### config.mk
export PLATFORM = sky130hd
export DESIGN_NAME = wb_arbiter
export DESIGN_NICKNAME = d
export VERILOG_FILES = /design/src/rtl/wb_arbiter.sv
export SDC_FILE = /design/constraint.sdc
export NUM_CORES = 1
export LEC_CHECK = 0
export CAP_MARGIN = 0
export CORE_ASPECT_RATIO = 1.5
export CORE_UTILIZATION = 50
export CTS_CLUSTER_SIZE = 40
export DETAILED_ROUTE_END_ITERATION = 12
export GPL_TIMING_DRIVEN = 0
export PLACE_DENSITY = 0.75
export SLEW_MARGIN = 20
export SYNTH_ARGS = -nofsm -noshare
export SYNTH_HDL_FRONTEND = slang
export SYNTH_SLANG_ARGS = --single-unit
### constraint.sdc
create_clock -name clk -period 2.5 [get_ports clk]
set_clock_uncertainty 0.2 [all_clocks]
set_input_delay 0.375 -clock clk [delete_from_list [all_inputs] [get_ports clk]]
set_output_delay 0.375 -clock clk [all_outputs]
set_load 0.1 [all_outputs]
### src/rtl/wb_arbiter.sv
// rtl/wb_arbiter.sv - write-back arbiter merging pipe and long-latency results into the regfile write port
//
// Purpose:
//   Drives the single integer register file write port (wn/d/we). Pipe results
//   always win the port; long-latency results are queued in an in-order FIFO
//   and drained whenever the pipe leaves the port free. A 32-bit pending
//   scoreboard tracks registers with an outstanding long-latency result.
//
// Configuration macro:
//   WB_BYPASS_EN - when defined, a long-latency result arriving while the pipe
//                  is idle and the FIFO is empty is written straight through
//                  without being queued.
//
// Ports:
//   clk, clrn                   clock, asynchronous active-low reset
//   pa_we, pa_wn, pa_d          pipe result (no back-pressure)
//   lb_valid, lb_wn, lb_d       long-latency result, accepted when lb_ready
//   lb_ready                    FIFO not full
//   sb_set, sb_set_wn           mark a register pending at issue
//   sb_rna/sb_rnb               scoreboard query registers
//   sb_busy_a/sb_busy_b         pending state of the queried registers
//   wn, d, we                   regfile write port
//   fifo_count                  FIFO occupancy, 0..DEPTH

module wb_arbiter #(
  parameter int DEPTH = 4,
  parameter int PTR_W = 2
) (
  input  logic             clk,
  input  logic             clrn,
  input  logic             pa_we,
  input  logic [4:0]       pa_wn,
  input  logic [31:0]      pa_d,
  input  logic             lb_valid,
  input  logic [4:0]       lb_wn,
  input  logic [31:0]      lb_d,
  output logic             lb_ready,
  input  logic             sb_set,
  input  logic [4:0]       sb_set_wn,
  input  logic [4:0]       sb_rna,
  input  logic [4:0]       sb_rnb,
  output logic             sb_busy_a,
  output logic             sb_busy_b,
  output logic [4:0]       wn,
  output logic [31:0]      d,
  output logic             we,
  output logic [PTR_W:0]   fifo_count
);

  localparam logic [PTR_W:0] FULL_CNT = (PTR_W+1)'(DEPTH);

  logic [4:0]       fifo_wn_q [DEPTH];
  logic [4:0]       fifo_wn_d [DEPTH];
  logic [31:0]      fifo_dat_q [DEPTH];
  logic [31:0]      fifo_dat_d [DEPTH];
  logic [PTR_W-1:0] wr_ptr_q, wr_ptr_d;
  logic [PTR_W-1:0] rd_ptr_q, rd_ptr_d;
  logic [PTR_W:0]   count_q, count_d;
  logic [31:0]      pending_q, pending_d;

  logic             pipe_win;
  logic             fifo_empty;
  logic             fifo_full;
  logic             bypass;
  logic             push;
  logic             pop;
  logic [4:0]       head_wn;
  logic [31:0]      head_d;

  // Port arbitration and FIFO handshake
  always_comb begin
    pipe_win   = pa_we && (pa_wn != 5'd0);
    fifo_empty = (count_q == '0);
    fifo_full  = (count_q == FULL_CNT);
    head_wn    = fifo_wn_q[rd_ptr_q];
    head_d     = fifo_dat_q[rd_ptr_q];

`ifdef WB_BYPASS_EN
    bypass = !pipe_win && fifo_empty && lb_valid;
`else
    bypass = 1'b0;
`endif

    // A head with wn==0 still pops; it just never asserts we.
    pop  = !pipe_win && !fifo_empty;
    // Full blocks the push even if a pop frees a slot at the same edge.
    push = lb_valid && !fifo_full && !bypass;

    lb_ready = !fifo_full;

    we = 1'b0;
    wn = 5'd0;
    d  = 32'd0;
    if (pipe_win) begin
      we = 1'b1;
      wn = pa_wn;
      d  = pa_d;
    end else if (!fifo_empty) begin
      we = (head_wn != 5'd0);
      wn = head_wn;
      d  = head_d;
    end else if (bypass) begin
      we = (lb_wn != 5'd0);
      wn = lb_wn;
      d  = lb_d;
    end
  end

  // FIFO next state
  always_comb begin
    fifo_wn_d  = fifo_wn_q;
    fifo_dat_d = fifo_dat_q;
    wr_ptr_d   = wr_ptr_q;
    rd_ptr_d   = rd_ptr_q;
    count_d    = count_q;

    if (push) begin
      fifo_wn_d[wr_ptr_q]  = lb_wn;
      fifo_dat_d[wr_ptr_q] = lb_d;
      wr_ptr_d             = wr_ptr_q + 1'b1;
    end
    if (pop) begin
      rd_ptr_d = rd_ptr_q + 1'b1;
    end
    case ({push, pop})
      2'b10:   count_d = count_q + 1'b1;
      2'b01:   count_d = count_q - 1'b1;
      default: count_d = count_q;
    endcase
  end

  // Scoreboard next state; the set is applied last so it wins over a clear
  always_comb begin
    pending_d = pending_q;
    if (pop && (head_wn != 5'd0)) begin
      pending_d[head_wn] = 1'b0;
    end
    if (bypass && (lb_wn != 5'd0)) begin
      pending_d[lb_wn] = 1'b0;
    end
    if (sb_set && (sb_set_wn != 5'd0)) begin
      pending_d[sb_set_wn] = 1'b1;
    end
    pending_d[0] = 1'b0;
  end

  // Queries see registered state only, never this cycle's clear
  always_comb begin
    sb_busy_a  = pending_q[sb_rna];
    sb_busy_b  = pending_q[sb_rnb];
    fifo_count = count_q;
  end

  always_ff @(posedge clk or negedge clrn) begin
    if (!clrn) begin
      for (int i = 0; i < DEPTH; i++) begin
        fifo_wn_q[i]  <= 5'd0;
        fifo_dat_q[i] <= 32'd0;
      end
      wr_ptr_q  <= '0;
      rd_ptr_q  <= '0;
      count_q   <= '0;
      pending_q <= 32'd0;
    end else begin
      fifo_wn_q  <= fifo_wn_d;
      fifo_dat_q <= fifo_dat_d;
      wr_ptr_q   <= wr_ptr_d;
      rd_ptr_q   <= rd_ptr_d;
      count_q    <= count_d;
      pending_q  <= pending_d;
    end
  end

endmodule

==> Word-level counts from Yosys, hierarchy flattened <==
Index checks and enable logic that the tools add are counted.
{ "totals": {"word_cells": 78, "ff_bits": 186, "out_inout_bits": 44, "inputBits": 94} }
{ "classes": {"add_sub_neg": 4, "reduce_logical": 16, "n_lt_le_gt_ge": 9, "mux": 29, "bitwise": 5, "eq_ne": 3} }
{ "ops": {"columns": ["cell", "count"], "rows": [
  ["$mux W32", 7],
  ["$bwmux W128", 1],
  ["$bmux W32 S2", 1],
  ["$demux W32 S2", 1],
  ["$and A32 B32 Y32", 1],
  ["$not A32 Y32", 1],
  ["$or A32 B32 Y32", 1],
  ["$mux W5", 5],
  ["$lt A5 B6 Y1 const B", 4],
  ["$bwmux W20", 1],
  ["$reduce_bool A5 Y1", 3],
  ["$bmux W1 S5", 2],
  ["$bmux W5 S2", 1],
  ["$demux W1 S5", 2],
  ["$demux W5 S2", 1],
  ["$ge A5 B1 Y1 const B", 2],
  ["$logic_and A1 B1 Y1", 8],
  ["$ge A3 B3 Y1 const B", 2],
  ["$mux W1", 6],
  ["$not A2 Y3", 2],
  ["$pmux W3 S2", 1],
  ["$add A2 B1 Y2 const B", 2],
  ["$add A3 B1 Y3 const B", 1],
  ["$eq A3 B3 Y1 const B", 1],
  ["other kinds (7)", 9]
]} }

==> Depth between registers and ports, before layout <==
Gate-level depths: netlist of the first run.
{ "depth": {"depth_word": 13, "mapped_depth": 10, "mapped_depth_nobuf": 9} }

==> Worst setup path after synthesis of the first run <==
No wires, ideal clock.
{ "synth_timing": {"kind": "register to output", "start": "register count_q[2], in the netlist fifo_count[2]", "end": "output d[14]", "path_buffers": 2, "required_time_ns": 1.925, "arrival_time_ns": 3.933, "slack_ns": -2.008, "path_stages_with_launch": 6, "path_cell_list": "dfrtp_1 or3_1 clkbuf_1 buf_1 nand2_1 o21ai_0"} }
{ "synth_via": {"elab_chain_cells": 3} }
{ "synth_lines": {"columns": ["item", "line", "text"], "rows": [
  ["from (decl)", "58", "logic [PTR_W:0] count_q, count_d;"],
  ["from (signal assigned)", "169", "count_q <= count_d;"],
  ["$logic_not A3 Y1", "73", "fifo_empty = (count_q == '0);"],
  ["$mux W32", "98", "end else if (!fifo_empty) begin"],
  ["$mux W32", "94", "if (pipe_win) begin"],
  ["to (decl)", "45", "output logic [31:0] d,"]
]} }
No other way between the ends.

==> Final worst setup path of the first run <==
{ "layout_timing": {"start": "register rd_ptr_q[0]", "end": "output we"} }
{ "layout_via": {"elab_chain_cells": 7} }
{ "layout_lines": {"columns": ["item", "line", "text"], "rows": [
  ["from (decl)", "57", "logic [PTR_W-1:0] rd_ptr_q, rd_ptr_d;"],
  ["from (signal assigned)", "168", "rd_ptr_q <= rd_ptr_d;"],
  ["$not A2 Y3 (not written as such)", "75", "head_wn = fifo_wn_q[rd_ptr_q];"],
  ["$bmux W5 S2", "75", null],
  ["$mux W5 (not written as such) (2 in a row)", "75", null],
  ["$reduce_bool A5 Y1", "99", "we = (head_wn != 5'd0);"],
  ["$mux W1", "98", null],
  ["$mux W1", "94", null],
  ["to (decl)", "46", "output logic we,"]
]} }
No other way between the ends. The select of a mux whose other input is x is not followed.

==> metrics.yaml, run 1 <==
synth_compound_area_frac: 0.0590
antenna_found_initial: 1
crit_buf_inv: 3
hold_violations: 0
crit_type: "reg2out"
cts_buffers: 17
place_congestion: 0.927
whs_ns: 0.202
design_area_sq_um: 13500
violations: "setup timing"
die_h_microns: 169
fp-row-count: 60
syn-num-nets: 827
worst-path-max-fanout: 5
final_core_util: 0.744
ys_seq_area_frac: 0.500
yosys.area_share.simple: 0.0877
drt-total-wl_microns: 28700
routedWlPerCell_microns: 24.3
fmax_mhz: 343
ys_async_sr_fraction: 1.00
tightest_slew_ns: 0.956
clockBufferDepth: 2
cpLargestDelayFamily: "multiplexers"
slew_headroom: 0.365
netlist_area_sq_um: 9300
drc: 0
required_ns: 1.92
p_leak_nw: 5.59
synth-seq-cells: 186
ir_drop_v: 0.00114
port_buffers: 131
setup_viol: 50
arrival_ns: 2.34
period_share: 1.17
synthCells: 727
fin_nets: 1022
synth-xor-area-share: 0.00565
grt_overflow: 0
synthAdderAreaFrac: 0.00888
cts.reportedPaths.clkPinSlew_ns: 0.08
core-area_sq_um: 18100
synth_mux_area_frac: 0.315
drtPass1Iterations: 5
p_total_mw: 20.9
synth_cell_type_count: 40
io_pins: 138
ctsRootBufferMaster: "clkbuf_16"
power.density_nw_per_um2: 1550
cp_cell_sequence: "buf_6 -> buf_12 -> mux4_2 -> or3_4 -> o21ai_4 -> nand2b_4 -> buf_12"
synth_flop_cell: "dfrtp_1"
drv_cap: 0
viasPerCell: 6.05
grt_start_max_net_pins: 111
avgSynthCellArea_sq_um: 12.8
setup_ws_ns: -0.417
clock_latency_ns: 0.43
start_util: 0.514
syn2layout_area_growth_pct: 44.7
fp.dieArea_sq_um: 19200
vias: 7162
ys_warn_count: 0
period_minus_slack_ns: 2.92
grt_use_total: 0.307
postPlaceCellArea_sq_um: 11400
hold_path.class: "in2reg"
synth_edf_count: 0
dp_hpwl_microns: 18300
slowest_delay_ns: 0.53
critPathSlowestCell: "mux4_2"
grt_pass1_vias: 7836
cts_max_level: 4
cp-start-kind: "register"
rsz0062_at_grt: "true"
cts_tree: "done"
die_x_microns: 113
drv_slew: 0
path_common_cell: "buf_12"
drive_above_1_share: 0.530
synth_top_family_by_area: "multiplexers"
drt-initial-drc-count: 482
cts_sinks: 186
ant_nets: 0
status: "finished with violations"
end_kind: "primary output"
grt_pass1_wl_microns: 43300
[worst min-delay path, delay by kind of cell]
kind,cells,cell delay [ns]
simple gates,2,0.19
buf+inv,1,0.23
[cell usage after synthesis (all sizes together), types with 5 or more instances]
master / instances / share of area
o21ai: 41 / 0.022
buf: 15 / 0.0089
ha: 5 / 0.0067
mux4: 51 / 0.12
clkbuf: 28 / 0.011
nand2b: 6 / 0.0040
mux2i: 7 / 0.0075
nand2: 130 / 0.052
mux2: 151 / 0.18
nor2: 12 / 0.0048
o31ai: 36 / 0.029
nand3: 7 / 0.0038
inv: 8 / 0.0032
or3b: 5 / 0.0055
dfrtp: 186 / 0.50
[cell families (layout without fill, tap and decap cells)]
family / count (synthesis) / count (layout)
and+or+nand+nor: 183 / 183
muxes: 209 / 209
AOI/OAI and AO/OA: 86 / 86
other: 0 / 1
buffers and inverters: 51 / 259
xor gates and xnor gates: 6 / 6
DFF: 186 / 186
adders and majority gates: 6 / 6
[registers in the layout, summed over array words and instances (netlist names)]
signal      cells
fifo_count      3
fifo_dat_q    128
fifo_wn_q      20
pending_q      31
rd_ptr_q        2
wr_ptr_q        2
[final cells by class]
class                   count  area [sq um]
plain buffers              40           443
repair buffers            179          2210
multi-input cells         490          5240
diodes                      1          2.50
inverters                   8          30.0
clock buffers              18           429
fillers                  1069          4630
flip-flops and latches    186          4670
clock inverters            14           135
well taps                 248           310
[repair_timing]
action / CTS / global route
endpoints found under the setup margin: 171 / 93
setup buffers: 35 / 8
hold buffers: 1 / 0
endpoints found under the hold margin: 76 / 0
cloned: 4 / 1
pin swaps: 38 / 33
gates resized for setup: 516 / 57
[cell usage in the layout (no fill, tap or decap), types with 14 or more instances in the layout]
cell type        synthesis  routed
nand2_1                130      69
clkbuf_16                0      24
mux2_2                 151     151
dfrtp_1                186     183
clkdlybuf4s50_1          0      81
buf_12                   0      45
nand2_2                  0      49
clkbuf_2                 0      14
o21ai_4                  0      36
buf_6                    2      18
buf_4                    0      30
o31ai_1                 36      20
mux4_2                  48      51
[power by group]
group          leakage (nW)  internal (mW)  switching [mW]
clock                 0.264           1.32            1.28
combinational          3.11           5.83            6.95
sequential             2.21           4.58           0.942
total                  5.59           11.7            9.16
[path summary, 6_finish.rpt]
check / depth (start not counted) / slack [ns] / start / to
setup / recovery: 7 / -0.42 / rd_ptr_q[0] / we
hold / removal: 3 / 0.20 / sb_set / pending_q[4]
setup reg to reg: 9 / -0.17 / rd_ptr_q[0] / pending_q[19]
hold reg to reg: 1 / 0.30 / fifo_dat_q[15] / fifo_dat_q[15]
max in group asynchronous: 3 / 0.83 / clrn / fifo_count[1]
min in group asynchronous: 2 / 0.30 / clrn / fifo_dat_q[87]
[stage by stage]
step	instances	TNS [ns]	setup slack (ns)
2_1_floorplan	727	0	0.0000371
4_1_cts	1176	-10.02	-0.404
6_report	1184	-11.69	-0.417
3_3_place_gp	1106	-1236.96	-7.36
5_1_grt	1184	-14.29	-0.465
3_5_place_dp	1107	-101.72	-2.00
[layer usage]
| layer | wire length [microns] | track usage | part of all wire | up-vias |
|---|---|---|---|---|
| met5 | 0 | 0 | 0 | - |
| met4 | 1620 | 0.197 | 0.057 | 0 |
| met3 | 1520 | 0.0573 | 0.053 | 98 |
| met2 | 15600 | 0.547 | 0.54 | 326 |
| met1 | 10000 | 0.333 | 0.35 | 3685 |
| li1 | - | - | - | 3053 |
Power figures use the tool's default switching activity.
==> inputs of run 2 (changes only) <==
--- a/config.mk
+++ b/config.mk
@@ -12,6 +12,7 @@
 export DETAILED_ROUTE_END_ITERATION = 12
 export GPL_TIMING_DRIVEN = 0
 export PLACE_DENSITY = 0.75
+export RECOVER_POWER = 50
 export SLEW_MARGIN = 20
 export SYNTH_ARGS = -nofsm -noshare
 export SYNTH_HDL_FRONTEND = slang
==> run 2 against run 1 <==
The flow still finishes with violations (setup timing). Critical path depth stayed put. First-iteration DRC count is 3.9% lower. Clock-buffer cell count unchanged. Via count is 0.46% lower. Sequential power barely moved. Routed wire length rose by 0.22%. Setup slack got worse by 0.0070 ns. Sequential share of layout area up 0.064 points. Flip-flop and latch count stayed put. Global-route usage did not move. Final area fell by 0.19%. Critical endpoint unchanged. Largest cell class unchanged. Highest routed layer unchanged.
==> metrics.yaml, run 2 (same netlist as run 1, synthesis figures left out) <==
status: "finished with violations"
violations: "setup timing"
seqPwrFrac: 0.264  # about the same
regMostFlops: "fifo_dat_q"
io_pins: 138  # unchanged
drv_cap: 0  # unchanged
final_cell_mix: "dfrtp_1, mux2_2, clkdlybuf4s50_1"
grt_pass1_wl_microns: 43300  # unchanged
arrival_ns: 2.35  # about the same
die_x_microns: 113  # unchanged
cts_tree: "done"
vias: 7129  # -0.46%
p_sw_frac: 0.439  # about the same
worstHoldEndpoint: "pending_q[4]"
fillCellCount: 1072  # +0.28%
drt-total-wl_microns: 28800  # +0.22%
cts.reportedPaths.clkPinSlew_ns: 0.08  # about the same
ant_nets: 0  # unchanged
cts_buffers: 17  # unchanged
fp.dieArea_sq_um: 19200  # unchanged
cts_sinks: 186  # unchanged
end_kind: "primary output"
drv_slew: 0  # unchanged
drive_above_1_share: 0.529  # -0.00107
cp-start-kind: "register"
setup_ws_ns: -0.424  # -0.00696 ns
grt_start_max_net_pins: 111  # unchanged
cp_cell_sequence: "buf_6 -> buf_12 -> mux4_2 -> or3_4 -> o21ai_4 -> nand2b_4 -> buf_12"
period_minus_slack_ns: 2.92  # +0.00696 ns
rsz0062_at_grt: "true"
final_core_util: 0.743  # -0.00138
die_h_microns: 169  # unchanged
fp-row-count: 60  # unchanged
power_frac_comb: 0.611  # about the same
reg2reg_depth: 9  # unchanged
reg2reg_to: "pending_q[19]"
r2r_slack_ns: -0.18  # about the same
fin_nets: 1022  # unchanged
routedWlPerCell_microns: 24.3  # +0.22%
drtPass1Iterations: 7  # +2
grt_overflow: 0  # unchanged
syn2layout_area_growth_pct: 44.5
crit_buf_inv: 3  # unchanged
p_sw_mw: 9.17  # about the same
grt_use_total: 0.307  # unchanged
drt-initial-drc-count: 463  # -3.9%
min_from: "sb_set"
drc: 0  # unchanged
setup_viol: 49  # -2.0%
grt_pass1_vias: 7836  # unchanged
viasPerCell: 6.02  # -0.46%
place_congestion: 0.927  # unchanged
core-area_sq_um: 18100  # unchanged
power.density_nw_per_um2: 1550  # +0.15%
path_common_cell: "buf_12"
hold_violations: 0  # unchanged
cpLargestDelayFamily: "multiplexers"
hold_path.class: "in2reg"
period_share: 1.17  # +0.00278
ctsRootBufferMaster: "clkbuf_16"
power_frac_clock: 0.124  # about the same
cts_max_level: 4  # unchanged
fmax_mhz: 342  # -0.24%
top_regs: "fifo_dat_q (128), pending_q (31), fifo_wn_q (20)"
layout_commonest_cell: "dfrtp_1"
start_util: 0.514  # unchanged
crit_type: "reg2out"
largest_reg_flops: 128  # unchanged
critPathLaunch: "rd_ptr_q[0]"
tightest_slew_ns: 1.06  # +0.106 ns
reg2reg_from: "rd_ptr_q[0]"
critPathSlowestCell: "mux4_2"
port_buffers: 131  # unchanged
p_leak_nw: 5.58  # -0.17%
worstHoldPathCells: 3  # unchanged
clockBufferDepth: 2  # unchanged
antenna_found_initial: 1  # unchanged
p_int_mw: 11.7  # about the same
ir_drop_v: 0.00114  # +0.74%
dp_worst_setup_slack_ns: -2.00  # unchanged
worst-path-max-fanout: 5  # unchanged
dp_hpwl_microns: 18300  # unchanged
clock_latency_ns: 0.43  # about the same
slowest_delay_ns: 0.54  # about the same
required_ns: 1.92  # about the same
slew_headroom: 0.292  # -0.0735
## run 2: metrics by stage
step | std cells | cell area, sq um | hold WS, ns | setup TNS [ns] | total power [mW]
floorplan | 727 | 9760 | -0.121 | 0 | 12.9
CTS | 1176 | 13200 | 0.170 | -10.02 | 20.1
global placement | 1106 | 11400 | 0.279 | -1236.96 | 15.0
global route | 1184 | 13400 | 0.234 | -15.98 | 21.6
finish | 1184 | 13400 | 0.202 | -11.98 | 20.9
detailed placement | 1107 | 11400 | 0.195 | -101.72 | 15.4
## run 2: worst register-to-register path, stage by stage, from the launching register on
cell	delay, ns
dfrtp_1	0.35
buf_6	0.13
buf_12	0.12
mux4_2	0.54
buf_4	0.16
buf_4	0.15
buf_6	0.14
or3b_4	0.44
o31ai_4	0.20
o21ai_1	0.12
## run 2: repair_timing
item,CTS,global route
cloned,4,1
gates resized for setup,516,57
endpoints found under the hold margin,76,0
setup endpoints to repair,171,93
hold buffers,1,0
pin swaps,38,33
setup buffers,35,8
## run 2: area by class of cell
cell class	instances	area, sq um	share of cell area
sequential	186	4670	0.347
antenna	1	2.50	0.000186
tap	248	310	0.0231
timing repair buffer	179	2190	0.163
multi-input combinational	490	5240	0.390
clock buffer	18	429	0.0319
clock inverter	14	135	0.0101
buffer	40	443	0.0330
inverter	8	30.0	0.00223
## run 2: power groups by stage
stage                     logic, mW  clock network (mW)  registers [mW]
after floorplan                7.61                   0            5.33
final                          12.8                2.60            5.52
after CTS                      12.0                2.61            5.44
after detailed placement       9.88                   0            5.49
after global placement         9.67                   0            5.32
after global routing           13.2                2.73            5.66
## run 2: worst max path at each step
stage                    end  slack [ns]  cells past startpoint
6_report                  we       -0.42                      7
2_1_floorplan          d[14]     0.00004                      4
4_1_cts                   we       -0.40                      7
5_1_grt                   we       -0.47                      7
3_5_place_dp           d[11]       -2.00                      8
3_3_place_gp   fifo_count[2]       -7.36                      1
## run 2: metal layers
layer | share of wire | routed length [microns] | vias up | GRT usage
li1 | - | - | 3047 | -
met3 | 0.053 | 1540 | 99 | 0.0573
met5 | 0 | 0 | - | 0
met2 | 0.54 | 15500 | 320 | 0.547
met1 | 0.35 | 10100 | 3663 | 0.333
met4 | 0.058 | 1660 | 0 | 0.197
==> inputs of run 3 (changes only) <==
--- a/config.mk
+++ b/config.mk
@@ -17,3 +17,4 @@
 export SYNTH_ARGS = -nofsm -noshare
 export SYNTH_HDL_FRONTEND = slang
 export SYNTH_SLANG_ARGS = --single-unit
+export TNS_END_PERCENT = 50
==> constraint.sdc (replaced) <==
create_clock -name clk -period 2.5 [get_ports clk]
set_clock_uncertainty 0.2 [all_clocks]
set_input_delay 0.375 -clock clk [delete_from_list [all_inputs] [get_ports clk]]
set_output_delay 0.375 -clock clk [all_outputs]
set_load 0.005 [all_outputs]
==> run 3 against run 2 <==
The run still ends with setup timing left. Setup slack better by 0.066 ns. Combinational power is 35% lower. First-iteration DRC count is 3.9% lower. Register-to-register slack worse by 0.13 ns. Final area is 7.7% lower. Non-clock buffer count is 14 higher. Cell count is 1.1% higher. Largest power group unchanged.
==> metrics.yaml, run 3 (same netlist as run 1, synthesis figures left out) <==
status: "finished with violations"
violations: "setup timing"
cts_buffers: 17  # unchanged
top_regs: "fifo_dat_q (128), pending_q (31), fifo_wn_q (20)"
r2r_slack_ns: -0.31  # -0.13 ns
grt_overflow: 0  # unchanged
slew_headroom: 0.280  # -0.0117
fillCellCount: 1279  # +19%
p_total_mw: 16.4  # -21%
required_ns: 1.92  # about the same
final_cell_mix: "dfrtp_1, mux2_2, nand2_1"
grt_use_total: 0.285  # -0.0219
clock_latency_ns: 0.43  # about the same
drv_cap: 0  # unchanged
drc: 0  # unchanged
worstHoldEndpoint: "pending_q[4]"
drt-initial-drc-count: 445  # -3.9%
core-area_sq_um: 18100  # unchanged
drv_slew: 0  # unchanged
drtPass1Iterations: 7  # unchanged
place_congestion: 0.885  # -4.5%
die_h_microns: 169  # unchanged
fp-row-count: 60  # unchanged
grt_start_max_net_pins: 79  # -29%
p_sw_frac: 0.362  # -0.0767
seqPwrFrac: 0.333  # +0.069
cts.reportedPaths.clkPinSlew_ns: 0.07  # about the same
clockBufferDepth: 2  # unchanged
tns_ns: -9.61  # +2.37 ns
multi_input_area_sq_um: 4710  # -10%
hold_violations: 0  # unchanged
fin_nets: 1036  # +1.4%
ctsRootBufferMaster: "clkbuf_16"
crit_type: "reg2out"
power_frac_clock: 0.162  # +0.038
antenna_cells: 0  # -1
die_x_microns: 113  # unchanged
drive_above_1_share: 0.435  # -0.0942
p_int_mw: 10.5  # -11%
worst-path-max-fanout: 8  # +3
cts_sinks: 186  # unchanged
period_minus_slack_ns: 2.86  # -0.0657 ns
io_pins: 138  # unchanged
power_frac_comb: 0.505  # -0.106
hold_path.class: "in2reg"
setup_viol: 52  # +6.1%
reg2reg_depth: 10  # +1
viasPerCell: 5.85  # -2.9%
routedWlPerCell_microns: 21.9  # -10%
reg2reg_from: "rd_ptr_q[0]"
fmax_mhz: 350  # +2.3%
largest_reg_flops: 128  # unchanged
layout_commonest_cell: "dfrtp_1"
worstHoldPathCells: 3  # unchanged
p_sw_mw: 5.95  # -35%
reg2reg_to: "pending_q[11]"
setup_ws_ns: -0.359  # +0.0657 ns
tightest_slew_ns: 1.08  # +0.0175 ns
arrival_ns: 2.28  # -0.07 ns
grt_pass1_wl_microns: 40600  # -6.2%
drt-total-wl_microns: 26200  # -9.1%
cts_tree: "done"
start_util: 0.514  # unchanged
end_kind: "primary output"
period_share: 1.14  # -0.0263
p_leak_nw: 5.34  # -4.3%
ir_drop_v: 0.000616  # -46%
min_from: "sb_set"
syn2layout_area_growth_pct: 33.3
area.sequential_sq_um: 4650  # -0.24%
regMostFlops: "fifo_dat_q"
power.density_nw_per_um2: 1330  # -15%
cts_max_level: 4  # unchanged
antenna_found_initial: 0  # -1
cp-start-kind: "register"
port_buffers: 131  # unchanged
ant_nets: 0  # unchanged
grt_pass1_vias: 7543  # -3.7%
dp_hpwl_microns: 16700  # -8.5%
rsz0062_at_grt: "true"
fp.dieArea_sq_um: 19200  # unchanged
vias: 7000  # -1.8%
## run 3: layout make-up
type,count,share of cell area
multi-input combinational,490,0.379
sequential,186,0.375
timing repair buffer,194,0.142
clock buffer,18,0.0354
buffer,39,0.0290
tap,248,0.0250
clock inverter,14,0.0116
inverter,8,0.00242
## run 3: power by group through the flow
stage / clock network [mW] / logic, mW / registers (mW)
2_1_floorplan: 0 / 4.62 / 5.13
3_3_place_gp: 0 / 6.52 / 5.35
3_5_place_dp: 0 / 6.69 / 5.43
4_1_cts: 2.69 / 7.77 / 5.38
5_1_grt: 2.83 / 8.82 / 5.63
6_report: 2.67 / 8.30 / 5.47
## run 3: worst max-delay path by stage
stage	startpoint	endpoint	slack [ns]	depth (start not counted)
3_3_place_gp	clrn	fifo_count[2]	-6.88	1
5_1_grt	rd_ptr_q[0]	we	-0.40	7
4_1_cts	rd_ptr_q[0]	we	-0.36	7
6_report	rd_ptr_q[0]	we	-0.36	7
3_5_place_dp	pa_wn[4]	d[27]	-1.34	8
2_1_floorplan	rd_ptr_q[0]	we	0.14	6
## run 3: what timing repair did
item / in CTS / in global routing
gates resized for setup: 219 / 76
cloned: 3 / 0
setup buffers: 53 / 15
pin swaps: 32 / 21
hold endpoints to repair: 43 / 0
hold buffers: 1 / 0
endpoints found under the setup margin: 112 / 164
## run 3: layer usage
layer  wire (microns)  vias up  share of wire  track usage
met3             1420       74          0.054       0.0516
met5                0        -              0            0
met1             9940     3546           0.38        0.334
met4              932        0          0.036        0.142
li1                 -     3078              -            -
met2            13900      302           0.53        0.501
## run 3: per-stage QoR
step | util | hold slack [ns] | instances | setup slack (ns) | instance area, sq um
floorplan | - | -0.121 | 727 | 0.144 | 9300
global placement | 0.604 | 0.280 | 1106 | -6.88 | 10900
detailed placement | 0.607 | 0.0853 | 1108 | -1.34 | 11000
CTS | 0.681 | 0.146 | 1193 | -0.361 | 12300
global route | 0.686 | 0.154 | 1197 | -0.401 | 12400
finish | 0.686 | 0.154 | 1197 | -0.359 | 12400
## run 3: worst max-delay path, cell delays in order, from the launching register on
cell	delay, ns
dfrtp_1	0.36
buf_6	0.13
buf_12	0.13
mux4_2	0.54
or3_4	0.40
o21ai_2	0.11
nand2b_1	0.06
buf_2	0.12
